==> src/rtl/lcd_pkg.sv <==
// lcd_pkg: shared FSM states, init ROM and HD44780 command constants for the LCD bus scheduler
package lcd_pkg;
  typedef enum logic [2:0] {S_POWERUP, S_SETUP, S_PULSE, S_HOLD, S_EXEC, S_IDLE} lcd_state_t;
  localparam int INIT_LEN = 8;
  localparam logic [7:0] CLEAR      = 8'h01;
  localparam logic [7:0] HOME       = 8'h02;
  localparam logic [7:0] FUNC_8B_2L = 8'h38;
  localparam logic [7:0] DISP_ON    = 8'h0C;
  localparam logic [7:0] ENTRY_INC  = 8'h06;
  localparam logic [7:0] INIT_ROM [INIT_LEN] = '{8'h30, 8'h30, 8'h30, FUNC_8B_2L, 8'h08, CLEAR, ENTRY_INC, DISP_ON};
  // clear (0x01) and home (0x02/0x03) are the only instructions needing the long execution wait
  function automatic logic is_long_cmd(input logic rs, input logic [7:0] d);
    return !rs && d[7:2] == 6'd0;
  endfunction
endpackage

==> src/rtl/lcd_delay_timer.sv <==
// lcd_delay_timer: loadable down-counter that holds at zero and flags it
//   clk      system clock
//   i_load   load i_value this cycle (also used as the reset path by the parent)
//   i_value  count to load; a value of N-1 gives a state lasting N cycles
//   o_done   count has reached zero
module lcd_delay_timer #(
  parameter int CNT_W = 21
) (
  input  logic             clk,
  input  logic             i_load,
  input  logic [CNT_W-1:0] i_value,
  output logic             o_done
);
  logic [CNT_W-1:0] r_cnt;
  assign o_done = r_cnt == '0;
  always_ff @(posedge clk)
    r_cnt <= i_load ? i_value : o_done ? r_cnt : r_cnt - CNT_W'(1);
endmodule

==> src/rtl/lcd_bus_scheduler.sv <==
// lcd_bus_scheduler: HD44780 8-bit bus owner running power-up init, then round-robin cmd/chr writes
//   clk, rst                       clock, synchronous active-high reset
//   cmd_valid/cmd_data/cmd_ready   instruction requester (RS=0)
//   chr_valid/chr_data/chr_ready   character requester (RS=1)
//   init_done, busy                status
//   RS, RW, E, data                LCD pins
module lcd_bus_scheduler
  import lcd_pkg::*;
#(
  parameter int T_POWERUP   = 2_000_000,
  parameter int T_SETUP     = 4,
  parameter int T_PULSE     = 25,
  parameter int T_HOLD      = 4,
  parameter int T_EXEC      = 2_500,
  parameter int T_EXEC_LONG = 82_000,
  parameter int CNT_W       = 21
) (
  input  logic       clk,
  input  logic       rst,
  input  logic       cmd_valid,
  input  logic [7:0] cmd_data,
  output logic       cmd_ready,
  input  logic       chr_valid,
  input  logic [7:0] chr_data,
  output logic       chr_ready,
  output logic       init_done,
  output logic       busy,
  output logic       RS,
  output logic       RW,
  output logic       E,
  output logic [7:0] data
);
  lcd_state_t       r_state, w_next;
  logic [2:0]       r_idx;
  logic             r_ptr, r_rs, r_init_done;
  logic [7:0]       r_data;
  logic             w_done, w_load, w_long, w_last, w_grant;
  logic [CNT_W-1:0] w_value;
  // r_ptr: 0 favours the command port, 1 the character port
  assign w_grant   = r_state == S_IDLE && r_init_done;
  assign cmd_ready = w_grant && cmd_valid && (!chr_valid || !r_ptr);
  assign chr_ready = w_grant && chr_valid && (!cmd_valid || r_ptr);
  assign w_last    = r_idx == 3'(INIT_LEN - 1);
  assign w_long    = is_long_cmd(r_rs, r_data) || (!r_init_done && r_idx == 3'd0);
  always_comb begin
    w_next = r_state;
    case (r_state)
      S_POWERUP: w_next = w_done ? S_SETUP : S_POWERUP;
      S_SETUP:   w_next = w_done ? S_PULSE : S_SETUP;
      S_PULSE:   w_next = w_done ? S_HOLD : S_PULSE;
      S_HOLD:    w_next = w_done ? S_EXEC : S_HOLD;
      S_EXEC:    w_next = !w_done ? S_EXEC : (r_init_done || w_last) ? S_IDLE : S_SETUP;
      S_IDLE:    w_next = (cmd_ready || chr_ready) ? S_SETUP : S_IDLE;
      default:   w_next = S_POWERUP;
    endcase
  end
  // every state change reloads the timer with the new state's length minus one
  assign w_load  = rst || w_next != r_state;
  assign w_value = rst               ? CNT_W'(T_POWERUP - 1) :
                   w_next == S_SETUP ? CNT_W'(T_SETUP - 1) :
                   w_next == S_PULSE ? CNT_W'(T_PULSE - 1) :
                   w_next == S_HOLD  ? CNT_W'(T_HOLD - 1) :
                   w_next == S_EXEC  ? (w_long ? CNT_W'(T_EXEC_LONG - 1) : CNT_W'(T_EXEC - 1)) : '0;
  lcd_delay_timer #(.CNT_W(CNT_W)) u_timer (
    .clk     (clk),
    .i_load  (w_load),
    .i_value (w_value),
    .o_done  (w_done)
  );
  always_ff @(posedge clk) begin
    if (rst) begin
      r_state     <= S_POWERUP;
      r_idx       <= '0;
      r_ptr       <= 1'b0;
      r_rs        <= 1'b0;
      r_data      <= '0;
      r_init_done <= 1'b0;
    end else begin
      r_state <= w_next;
      if (r_state == S_POWERUP && w_done) begin
        r_rs   <= 1'b0;
        r_data <= INIT_ROM[0];
      end
      if (r_state == S_EXEC && w_done && !r_init_done) begin
        if (w_last) r_init_done <= 1'b1;
        else begin
          r_idx  <= r_idx + 3'd1;
          r_rs   <= 1'b0;
          r_data <= INIT_ROM[r_idx + 3'd1];
        end
      end
      if (cmd_ready) begin
        r_rs   <= 1'b0;
        r_data <= cmd_data;
        r_ptr  <= 1'b1;
      end
      if (chr_ready) begin
        r_rs   <= 1'b1;
        r_data <= chr_data;
        r_ptr  <= 1'b0;
      end
    end
  end
  assign E         = r_state == S_PULSE;
  assign RS        = r_rs;
  assign RW        = 1'b0;
  assign data      = r_data;
  assign busy      = r_state != S_IDLE;
  assign init_done = r_init_done;
endmodule
==> config.mk <==
export PLATFORM = sky130hd
export DESIGN_NAME = lcd_bus_scheduler
export DESIGN_NICKNAME = d
export VERILOG_FILES = /design/src/rtl/lcd_pkg.sv /design/src/rtl/lcd_delay_timer.sv /design/src/rtl/lcd_bus_scheduler.sv
export SDC_FILE = /design/constraint.sdc
export NUM_CORES = 1
export LEC_CHECK = 0
export CORE_MARGIN = 4
export CORE_UTILIZATION = 40
export CTS_BUF_LIST = sky130_fd_sc_hd__clkbuf_8
export CTS_CLUSTER_DIAMETER = 120
export DETAILED_ROUTE_END_ITERATION = 8
export REMOVE_ABC_BUFFERS = 1
export SYNTH_ARGS = -nofsm -noshare
export SYNTH_HDL_FRONTEND = slang
export SYNTH_SLANG_ARGS = --single-unit
==> constraint.sdc <==
create_clock -name clk -period 4.8 [get_ports clk]
set_clock_uncertainty 0.2 [all_clocks]
set_input_delay 0.96 -clock clk [delete_from_list [all_inputs] [get_ports clk]]
set_output_delay 0.96 -clock clk [all_outputs]
set_load 0.1 [all_outputs]
==> results of run 1 <==
tightest hold or removal path: stages, from the launching register on:
cell	delay, ns
sky130_fd_sc_hd__dfxtp_1	0.33
sky130_fd_sc_hd__nand2b_1	0.07
sky130_fd_sc_hd__a21oi_1	0.05
area by class of cell:
type / count / share of cell area [%]
timing repair buffer: 38 / 12.4
multi-input combinational: 201 / 47.0
clock buffer: 5 / 2.36
inverter: 10 / 1.29
clock inverter: 3 / 0.428
sequential: 38 / 33.2
tap: 75 / 3.21
kinds of logic after synthesis:
| group | after synthesis | synth area share [%] |
|---|---|---|
| AND/OR/NAND/NOR | 99 | 23.7 |
| AO/OA/AOI/OAI | 64 | 17.3 |
| flip-flops | 38 | 39.7 |
| buffers and inverters | 24 | 4.50 |
| XOR/XNOR | 22 | 7.87 |
| multiplexers | 8 | 3.27 |
| adder cells (fa/ha/maj) | 7 | 3.58 |
| other | 1 | 0.153 |
registers in the layout, indices dropped and copies added, names as in the netlist:
name	cells
u_timer.r_cnt	21
data	8
r_idx	3
r_state	3
RS	1
init_done	1
r_ptr	1
per-layer routing:
metal / global-route usage [%] / vias up / wire, um
li1: - / 1040 / -
met1: 21.3 / 950 / 2810
met2: 27.4 / 30 / 2870
met3: 3.33 / 6 / 126
met4: 4.82 / 0 / 47
met5: 0 / - / 0
stage by stage:
| step | utilization (%) | setup WS (ns) | instance area [um2] | power [W] | cells |
|---|---|---|---|---|---|
| finish | 49.3 | 1.33 | 2920 | 0.000617 | 370 |
| global route | 49.3 | 1.19 | 2920 | 0.000641 | 370 |
| CTS | 49.3 | 1.33 | 2920 | 0.000621 | 370 |
| detailed placement | 48.0 | 1.15 | 2840 | 0.000410 | 362 |
| global placement | 48.0 | 1.21 | 2840 | 0.000409 | 362 |
| floorplan | - | 1.13 | 2380 | 0.000385 | 249 |
Yosys cell counts, types with 2 or more instances:
master,n,share of area [%]
sky130_fd_sc_hd__xnor2_1,15,5.4
sky130_fd_sc_hd__xor2_1,7,2.5
sky130_fd_sc_hd__nor2b_1,2,0.51
sky130_fd_sc_hd__buf_2,4,0.82
sky130_fd_sc_hd__or4b_4,2,1.1
sky130_fd_sc_hd__or4_4,4,1.8
sky130_fd_sc_hd__o221ai_1,2,0.72
sky130_fd_sc_hd__or2_2,3,0.77
sky130_fd_sc_hd__mux2i_1,8,3.3
sky130_fd_sc_hd__buf_4,2,0.61
sky130_fd_sc_hd__a21oi_1,14,2.9
sky130_fd_sc_hd__or3_1,2,0.51
sky130_fd_sc_hd__nand4_1,3,0.77
sky130_fd_sc_hd__nor4_1,7,1.8
sky130_fd_sc_hd__dfxtp_1,17,14
sky130_fd_sc_hd__or4_1,2,0.61
sky130_fd_sc_hd__o2111ai_1,2,0.72
sky130_fd_sc_hd__and3_1,3,0.77
sky130_fd_sc_hd__edfxtp_1,21,26
sky130_fd_sc_hd__nand2_1,13,2.0
sky130_fd_sc_hd__nand3_1,9,1.8
sky130_fd_sc_hd__o211ai_1,7,2.1
sky130_fd_sc_hd__ha_1,7,3.6
sky130_fd_sc_hd__o21ai_0,15,3.1
sky130_fd_sc_hd__nand2b_1,4,1.0
sky130_fd_sc_hd__a211oi_1,2,0.61
sky130_fd_sc_hd__inv_1,10,1.5
sky130_fd_sc_hd__nor3_1,11,2.2
sky130_fd_sc_hd__clkbuf_1,7,1.1
sky130_fd_sc_hd__a31oi_1,9,2.3
sky130_fd_sc_hd__nor2_1,25,3.8
path summary, 6_finish.rpt:
check	start	end	depth (start not counted)
worst min register to register	r_idx[2]	r_idx[2]	2
worst min-delay path	r_idx[2]	r_idx[2]	2
worst max-delay path	r_state[2]	E	3
worst max register to register	u_timer.r_cnt[9]	u_timer.r_cnt[18]	5
where the power goes:
group	total, W	internal (W)	switching, W
Combinational	0.0000477	0.0000253	0.0000224
Clock	0.000214	0.0000980	0.000116
Sequential	0.000355	0.000348	0.00000652
cell usage in the layout, fill, tap and decap left out, types with 11 or more instances in the layout:
master | Yosys | layout
sky130_fd_sc_hd__xnor2_1 | 15 | 15
sky130_fd_sc_hd__nand2_1 | 13 | 13
sky130_fd_sc_hd__edfxtp_1 | 21 | 21
sky130_fd_sc_hd__inv_1 | 10 | 11
sky130_fd_sc_hd__a21oi_1 | 14 | 14
sky130_fd_sc_hd__clkdlybuf4s50_1 | 0 | 31
sky130_fd_sc_hd__nor2_1 | 25 | 25
sky130_fd_sc_hd__nor3_1 | 11 | 11
sky130_fd_sc_hd__dfxtp_1 | 17 | 17
sky130_fd_sc_hd__o21ai_0 | 15 | 15
==> run summary, run 1 <==
• **stage delay of the slowest cell on the critical path** 1.15 ns
• **clock insertion delay at the later pin of the skew report** 0.29 ns
• **number of nets in the final layout** 321
• **Critical-path top delay cell** sky130_fd_sc_hd__clkdlybuf4s50_1
• **cells after synthesis** 263
• **synthesis-to-finish area growth** 19.3%
• **number of ports placed on the die boundary** 35
• **initial core utilization** 41.4%
• **proportion of layout cells with a drive suffix above 1** 10.5%
• **cells resized by post-CTS repair** 0
• **endpoint required time on the critical path** 3.64 ns
• **routed wire length** 5850 um
• **unrepaired setup endpoints after global routing** no
• **Detail Placement HPWL** 4210 um
• **number of buffers inserted by port buffering** 33
• **leak pwr** 0.998 nW
• **Relative slew margins** 34.2%
• **total gr overflow** 0
• **Slew Viols, Final** 0
• **largest net degree at the start of global routing** 22
• **routability-driven placement congestion ratio** 0.831
• **sequential cell area** 971 um2
• **vias** 2026
• **clock tree from TritonCTS** yes
• **Ant. Diodes** 0
• **Detail Route Antenna Nets** 0
• **DRC violation count after routing** 0
• **Syn. warnings** 0
• **CP Buf/Inv Count** 1
• **vias in the first global route** 1990
• **share of synthesized flip-flops with an asynchronous set or reset** 0%
• **crit path max fanout** 15
• **proportion of synthesized chip area in sequential cells** 39.7%
• **tightest hold margin** 0.296 ns
• **clock root buffer** sky130_fd_sc_hd__clkbuf_8
• **run status** complete, no violations
• **Max H-tree Level** 2
• **maximum frequency from static timing analysis** 0.288 GHz
• **Period minus WS final** 3.47 ns
• **number of search-and-repair iterations in the first detailed-routing pass** 5
• **worst-margin pin slew** 0.985 ns
• **register-to-register path setup slack** 1.42 ns
• **Clock Pin Slew Worst Setup and Hold Paths** 0.08 ns
• **path class of the lowest-slack min-delay path** register to register
• **number of synthesized flops with an enable pin** 21
• **endpoint class of the critical path** output pin
• **critical path, cell by cell** nand2b_1, nor2_1, clkdlybuf4s50_1
• **endpoint arrival time on the critical path** 2.31 ns
• **number of hold-slack violations in the final timing report** 0
• **worst supply voltage drop on vdd** 0.000103 V
• **fillers** 594
• **antenna violations before repair** 0
• **count of endpoints failing setup in the final report** 0
• **wire per inst** 15.8 um
• **total die area** 7440 um2
• **power density over the cells** 211 nW/um2
• **Synth Area per Inst** 9.31 um2
• **number of sinks handled by clock tree synthesis** 38
• **Worst path top cell family by delay** buffers and inverters
• **netlist area before placement** 2450 um2
• **die outline height** 86.2 um
• **Crit Path Class** register to output pin
• **wire length of the first global-routing pass** 9650 um
• **final total negative setup slack** 0 ns
• **number of buffers created by CTS** 5
• **CP Launch Type** register
• **Post-CTS Setup Bufs** 0
• **part of the cycle the worst path needs** 72.3%
• **Synth Flop Type** sky130_fd_sc_hd__edfxtp_1
• **floorplan die width** 86.2 um
• **buffer depth of the longest clock path** 2
• **distinct cell type count after synthesis** 55
• **GRT Resource Usage Total** 16.3%
• **violation count after the first detailed-routing iteration** 83
• **count of standard-cell rows** 28
• **vias per cell** 5.48
• **number of hold buffers added after CTS** 0
• **count of max-cap constraint violations** 0
• **footprint of the multi-input gates** 1370 um2
• **Placeable Area** 5920 um2
• **FF+latch count, synth** 38
No activity file was read; power rests on OpenSTA's default activity.
==> run 2: changes to the inputs <==
==> constraint.sdc (replaced) <==
create_clock -name clk -period 3 [get_ports clk]
set_clock_uncertainty 0.2 [all_clocks]
set_input_delay 0.6 -clock clk [delete_from_list [all_inputs] [get_ports clk]]
set_output_delay 0.6 -clock clk [all_outputs]
set_load 0.1 [all_outputs]
==> run summary, run 2 (synthesis gave the netlist of run 1 again) <==
• **endpoint required time on the critical path** 2.84 ns
• **Most flops, register** u_timer.r_cnt
• **number of search-and-repair iterations in the first detailed-routing pass** 5
• **Ant. Diodes** 0
• **worst supply voltage drop on vdd** 0.000170 V
• **die outline height** 86.2 um
• **most used cells in the layout excluding fill and tap cells** sky130_fd_sc_hd__nor2_1, sky130_fd_sc_hd__buf_4, sky130_fd_sc_hd__edfxtp_1
• **antenna violations before repair** 0
• **cells resized by post-CTS repair** 0
• **floorplan die width** 86.2 um
• **vias per cell** 5.45
• **Clock Pin Slew Worst Setup and Hold Paths** 0.08 ns
• **clock root buffer** sky130_fd_sc_hd__clkbuf_8
• **endpoint class of the critical path** register
• **count of max-cap constraint violations** 0
• **worst reg-to-reg path cell count** 6
• **clock insertion delay at the later pin of the skew report** 0.29 ns
• **number of hold buffers added after CTS** 0
• **leak pwr** 1.08 nW
• **fillers** 553
• **number of hold-slack violations in the final timing report** 0
• **flip-flop count of the largest register after layout** 21
• **Period minus WS final** 2.78 ns
• **wire per inst** 15.5 um
• **Crit Path Class** register to register
• **number of buffers inserted by port buffering** 33
• **stage delay of the slowest cell on the critical path** 0.69 ns
• **number of sinks handled by clock tree synthesis** 38
• **endpoint arrival time on the critical path** 2.63 ns
• **synthesis-to-finish area growth** 23.7%
• **Non-Filler Cell Area, Final** 3030 um2
• **clock tree from TritonCTS** yes
• **total die area** 7440 um2
• **wire length of the first global-routing pass** 9960 um
• **CP Launch Type** register
• **vias** 2072
• **crit path max fanout** 10
• **number of nets in the final layout** 331
• **maximum frequency from static timing analysis** 0.359 GHz
• **Hold Path Origin** r_idx[2]
• **unrepaired setup endpoints after global routing** no
• **path class of the lowest-slack min-delay path** register to register
• **register-to-register path setup slack** 0.22 ns
• **count of cells along the worst hold path** 2
• **DRC violation count after routing** 0
• **proportion of layout cells with a drive suffix above 1** 18.0%
• **count of endpoints failing setup in the final report** 0
• **violation count after the first detailed-routing iteration** 83
• **routed wire length** 5890 um
• **Slew Viols, Final** 0
• **run status** complete, no violations
• **vias in the first global route** 2026
• **power density over the cells** 337 nW/um2
• **critical path, cell by cell** or4_1, nor4_4, buf_4, o211ai_1, a221oi_1, o21ba_2
• **largest net degree at the start of global routing** 17
• **Max H-tree Level** 2
• **Post-CTS Setup Bufs** 0
• **routability-driven placement congestion ratio** 0.832
• **Crit Reg-Reg Endpoint** u_timer.r_cnt[0]
• **buffer depth of the longest clock path** 2
• **number of ports placed on the die boundary** 35
• **Critical-path top delay cell** sky130_fd_sc_hd__or4_1
• **total gr overflow** 0
• **GRT Resource Usage Total** 16.8%
• **Detail Route Antenna Nets** 0
• **part of the cycle the worst path needs** 92.8%
• **count of standard-cell rows** 28
• **placed inst area** 2910 um2
• **Detail Placement HPWL** 4450 um
• **Placeable Area** 5920 um2
• **tightest hold margin** 0.299 ns
• **number of buffers created by CTS** 5
• **initial core utilization** 41.4%
• **critical register-to-register path startpoint** u_timer.r_cnt[9]
• **worst hold path endpoint** r_idx[2]
run 2: through the flow:
stage / worst slack (ns) / setup TNS [ns] / utilization, % / cells / power (W)
global placement: 0.145 / 0 / 49.2 / 371 / 0.000659
floorplan: -0.670 / -14.35 / - / 249 / 0.000616
detailed placement: 0.101 / 0 / 49.2 / 371 / 0.000660
finish: 0.215 / 0 / 51.2 / 380 / 0.00102
CTS: 0.0888 / 0 / 50.8 / 379 / 0.00103
global route: 0.0386 / 0 / 51.2 / 380 / 0.00106
run 2: worst max path at each step:
stage                                 from  cells after the start                end  slack [ns]
after floorplan           u_timer.r_cnt[3]                      4   u_timer.r_cnt[0]       -0.67
after global placement           chr_valid                      7   u_timer.r_cnt[0]        0.14
after detailed placement  u_timer.r_cnt[9]                      6  u_timer.r_cnt[19]        0.10
after CTS                 u_timer.r_cnt[9]                      6  u_timer.r_cnt[19]        0.09
after global routing      u_timer.r_cnt[9]                      6   u_timer.r_cnt[8]        0.04
final                     u_timer.r_cnt[9]                      6   u_timer.r_cnt[0]        0.22
run 2: worst max-delay path: cells and delay by family, from the launching register on:
kind / cells / cell delay (ns)
and+or+nand+nor: 2 / 1.00
buffers and inverters: 1 / 0.22
DFF: 1 / 0.44
AOI/OAI and AO/OA: 3 / 0.66
run 2: cell type report:
class / instances / area (um2) / share of cell area (%)
clock inverters: 2 / 12.5 / 0.413
well taps: 75 / 93.8 / 3.10
inverters: 10 / 37.5 / 1.24
repair buffers: 48 / 458 / 15.1
clock buffers: 6 / 82.6 / 2.73
flip-flops and latches: 38 / 971 / 32.1
multi-input cells: 201 / 1370 / 45.4
run 2: report_power, final:
group / switching, W / leakage (nW) / internal [W]
clock: 0.000186 / 0.0472 / 0.000185
combinational: 0.0000380 / 0.679 / 0.0000460
sequential: 0.00000970 / 0.355 / 0.000557
run 2: per-layer routing:
metal  track usage (%)  share of wire (%)  vias to the layer above
li1                  -                  -                     1062
met1              22.7                 48                      980
met2              28.4                 48                       24
met3              2.57                2.2                        6
met4              3.82               0.95                        0
met5                 0                  0                        -
==> run 3: changes to the inputs <==
--- a/config.mk
+++ b/config.mk
@@ -5,11 +5,13 @@
 export SDC_FILE = /design/constraint.sdc
 export NUM_CORES = 1
 export LEC_CHECK = 0
+export ABC_CLOCK_PERIOD_IN_PS = 3000
 export CORE_MARGIN = 4
 export CORE_UTILIZATION = 40
 export CTS_BUF_LIST = sky130_fd_sc_hd__clkbuf_8
 export CTS_CLUSTER_DIAMETER = 120
 export DETAILED_ROUTE_END_ITERATION = 8
+export RECOVER_POWER = 100
 export REMOVE_ABC_BUFFERS = 1
 export SYNTH_ARGS = -nofsm -noshare
 export SYNTH_HDL_FRONTEND = slang
==> run summary, run 3 (synthesis gave the netlist of run 1 again) <==
• **count of standard-cell rows** 28
• **cells resized by post-CTS repair** 0
• **number of search-and-repair iterations in the first detailed-routing pass** 4
• **Relative slew margins** 21.5%
• **leak pwr** 1.03 nW
• **floorplan die width** 86.2 um
• **endpoint class of the critical path** register
• **initial core utilization** 41.4%
• **count of endpoints failing setup in the final report** 0
• **Clock Pin Slew Worst Setup and Hold Paths** 0.08 ns
• **Crit Path Class** register to register
• **path class of the lowest-slack min-delay path** register to register
• **vias in the first global route** 2026
• **endpoint arrival time on the critical path** 2.59 ns
• **vias per cell** 5.49
• **clock tree from TritonCTS** yes
• **Most flops, register** u_timer.r_cnt
• **total gr overflow** 0
• **flip-flop count of the largest register after layout** 21
• **dpl cells** 371
• **proportion of layout cells with a drive suffix above 1** 14.8%
• **most common cell after layout, fill and taps aside** sky130_fd_sc_hd__nor2_1
• **number of buffers inserted by port buffering** 33
• **crit path max fanout** 13
• **maximum frequency from static timing analysis** 0.356 GHz
• **unrepaired setup endpoints after global routing** no
• **number of nets in the final layout** 331
• **global-route track usage on met3** 2.57%
• **CP Launch Type** register
• **footprint of the multi-input gates** 1370 um2
• **endpoint required time on the critical path** 2.78 ns
• **worst-margin pin slew** 1.18 ns
• **antenna violations before repair** 0
• **worst hold path endpoint** r_idx[2]
• **Detail Placement HPWL** 4450 um
• **clock root buffer** sky130_fd_sc_hd__clkbuf_8
• **Period minus WS final** 2.81 ns
• **wire length of the first global-routing pass** 9960 um
• **met1 usage** 22.7%
• **most heavily used metal layer in global routing** met2
• **GRT met2 Usage** 28.4%
• **Max H-tree Level** 2
• **register-to-register path setup slack** 0.19 ns
• **non-filler cells, final** 380
• **Placeable Area** 5920 um2
• **run status** complete, no violations
• **part of the cycle the worst path needs** 93.7%
• **die outline height** 86.2 um
• **violation count after the first detailed-routing iteration** 71
• **wire per inst** 15.6 um
• **buffer depth of the longest clock path** 2
• **total die area** 7440 um2
• **number of hold-slack violations in the final timing report** 0
• **clock insertion delay at the later pin of the skew report** 0.29 ns
• **Hold Path Origin** r_idx[2]
• **count of cells along the worst hold path** 2
• **synthesis-to-finish area growth** 20.8%
• **Slew Viols, Final** 0
• **Crit Reg-Reg Endpoint** u_timer.r_cnt[1]
• **number of ports placed on the die boundary** 35
• **count of max-cap constraint violations** 0
• **routability-driven placement congestion ratio** 0.832
• **Post-Route Utilization** 50.0%
• **Detail Route Antenna Nets** 0
• **fillers** 564
• **Ant. Diodes** 0
• **most used cells in the layout excluding fill and tap cells** sky130_fd_sc_hd__nor2_1, sky130_fd_sc_hd__edfxtp_1, sky130_fd_sc_hd__clkdlybuf4s50_1
• **routed wire length** 5930 um
• **number of buffers created by CTS** 5
• **number of hold buffers added after CTS** 0
• **GRT Resource Usage Total** 16.8%
• **power density over the cells** 345 nW/um2
• **vias** 2087
• **number of sinks handled by clock tree synthesis** 38
• **sequential cell area** 971 um2
• **DRC violation count after routing** 0
• **worst reg-to-reg path cell count** 6
• **largest net degree at the start of global routing** 17
• **critical register-to-register path startpoint** u_timer.r_cnt[9]
• **worst supply voltage drop on vdd** 0.000166 V
run 3: cell types whose count changed in the layout (fill, tap and decap cells not counted), sizes merged:
cell,change
clkbuf,+16
buf,-16
run 3: per-layer routing:
layer  share of wire (%)  wire (um)
met1                  47       2810
met2                  49       2890
met3                 2.9        173
met4                0.94         56
met5                   0          0
run 3: how the worst max path moves through the flow:
| stage | end | from | cells past startpoint | slack [ns] |
|---|---|---|---|---|
| after CTS | u_timer.r_cnt[19] | u_timer.r_cnt[9] | 6 | 0.09 |
| after global placement | u_timer.r_cnt[0] | chr_valid | 7 | 0.14 |
| after detailed placement | u_timer.r_cnt[19] | u_timer.r_cnt[9] | 6 | 0.10 |
| final | u_timer.r_cnt[1] | u_timer.r_cnt[9] | 6 | 0.19 |
| after global routing | u_timer.r_cnt[8] | u_timer.r_cnt[9] | 6 | 0.04 |
| after floorplan | u_timer.r_cnt[0] | u_timer.r_cnt[3] | 4 | -0.67 |
run 3: final cells by class:
class,count,share of cell area [%]
multi-input cells,201,46.4
flip-flops and latches,38,32.8
repair buffers,48,13.1
well taps,75,3.17
clock buffers,6,2.79
inverters,10,1.27
clock inverters,2,0.423
run 3: stage by stage:
stage / TNS (ns) / setup slack [ns] / hold slack [ns] / area (um2) / power (W)
6_report: 0 / 0.188 / 0.299 / 2960 / 0.00102
5_1_grt: 0 / 0.0386 / 0.331 / 2960 / 0.00106
4_1_cts: 0 / 0.0888 / 0.304 / 3010 / 0.00103
3_5_place_dp: 0 / 0.101 / 0.293 / 2910 / 0.000660
3_3_place_gp: 0 / 0.145 / 0.280 / 2910 / 0.000659
2_1_floorplan: -14.35 / -0.670 / 0.257 / 2380 / 0.000616
run 3: worst max-delay path, cell delays in order (launching register included):
cell and delay [ns]:
sky130_fd_sc_hd__edfxtp_1 0.44, sky130_fd_sc_hd__or4_1 0.70, sky130_fd_sc_hd__nor4_4 0.31, sky130_fd_sc_hd__buf_4 0.22, sky130_fd_sc_hd__a21oi_4 0.08, sky130_fd_sc_hd__o2111ai_2 0.24
sky130_fd_sc_hd__clkbuf_4 0.30
run 3: repair_timing:
item,CTS,global route
endpoints found under the setup margin,0,11
hold endpoints to repair,0,0
setup buffers,0,1
run 3: power breakdown:
| group | internal (W) | switching (W) | total [W] |
|---|---|---|---|
| sequential | 0.000557 | 0.00000968 | 0.000567 |
| clock | 0.000185 | 0.000186 | 0.000370 |
| combinational | 0.0000459 | 0.0000381 | 0.0000841 |
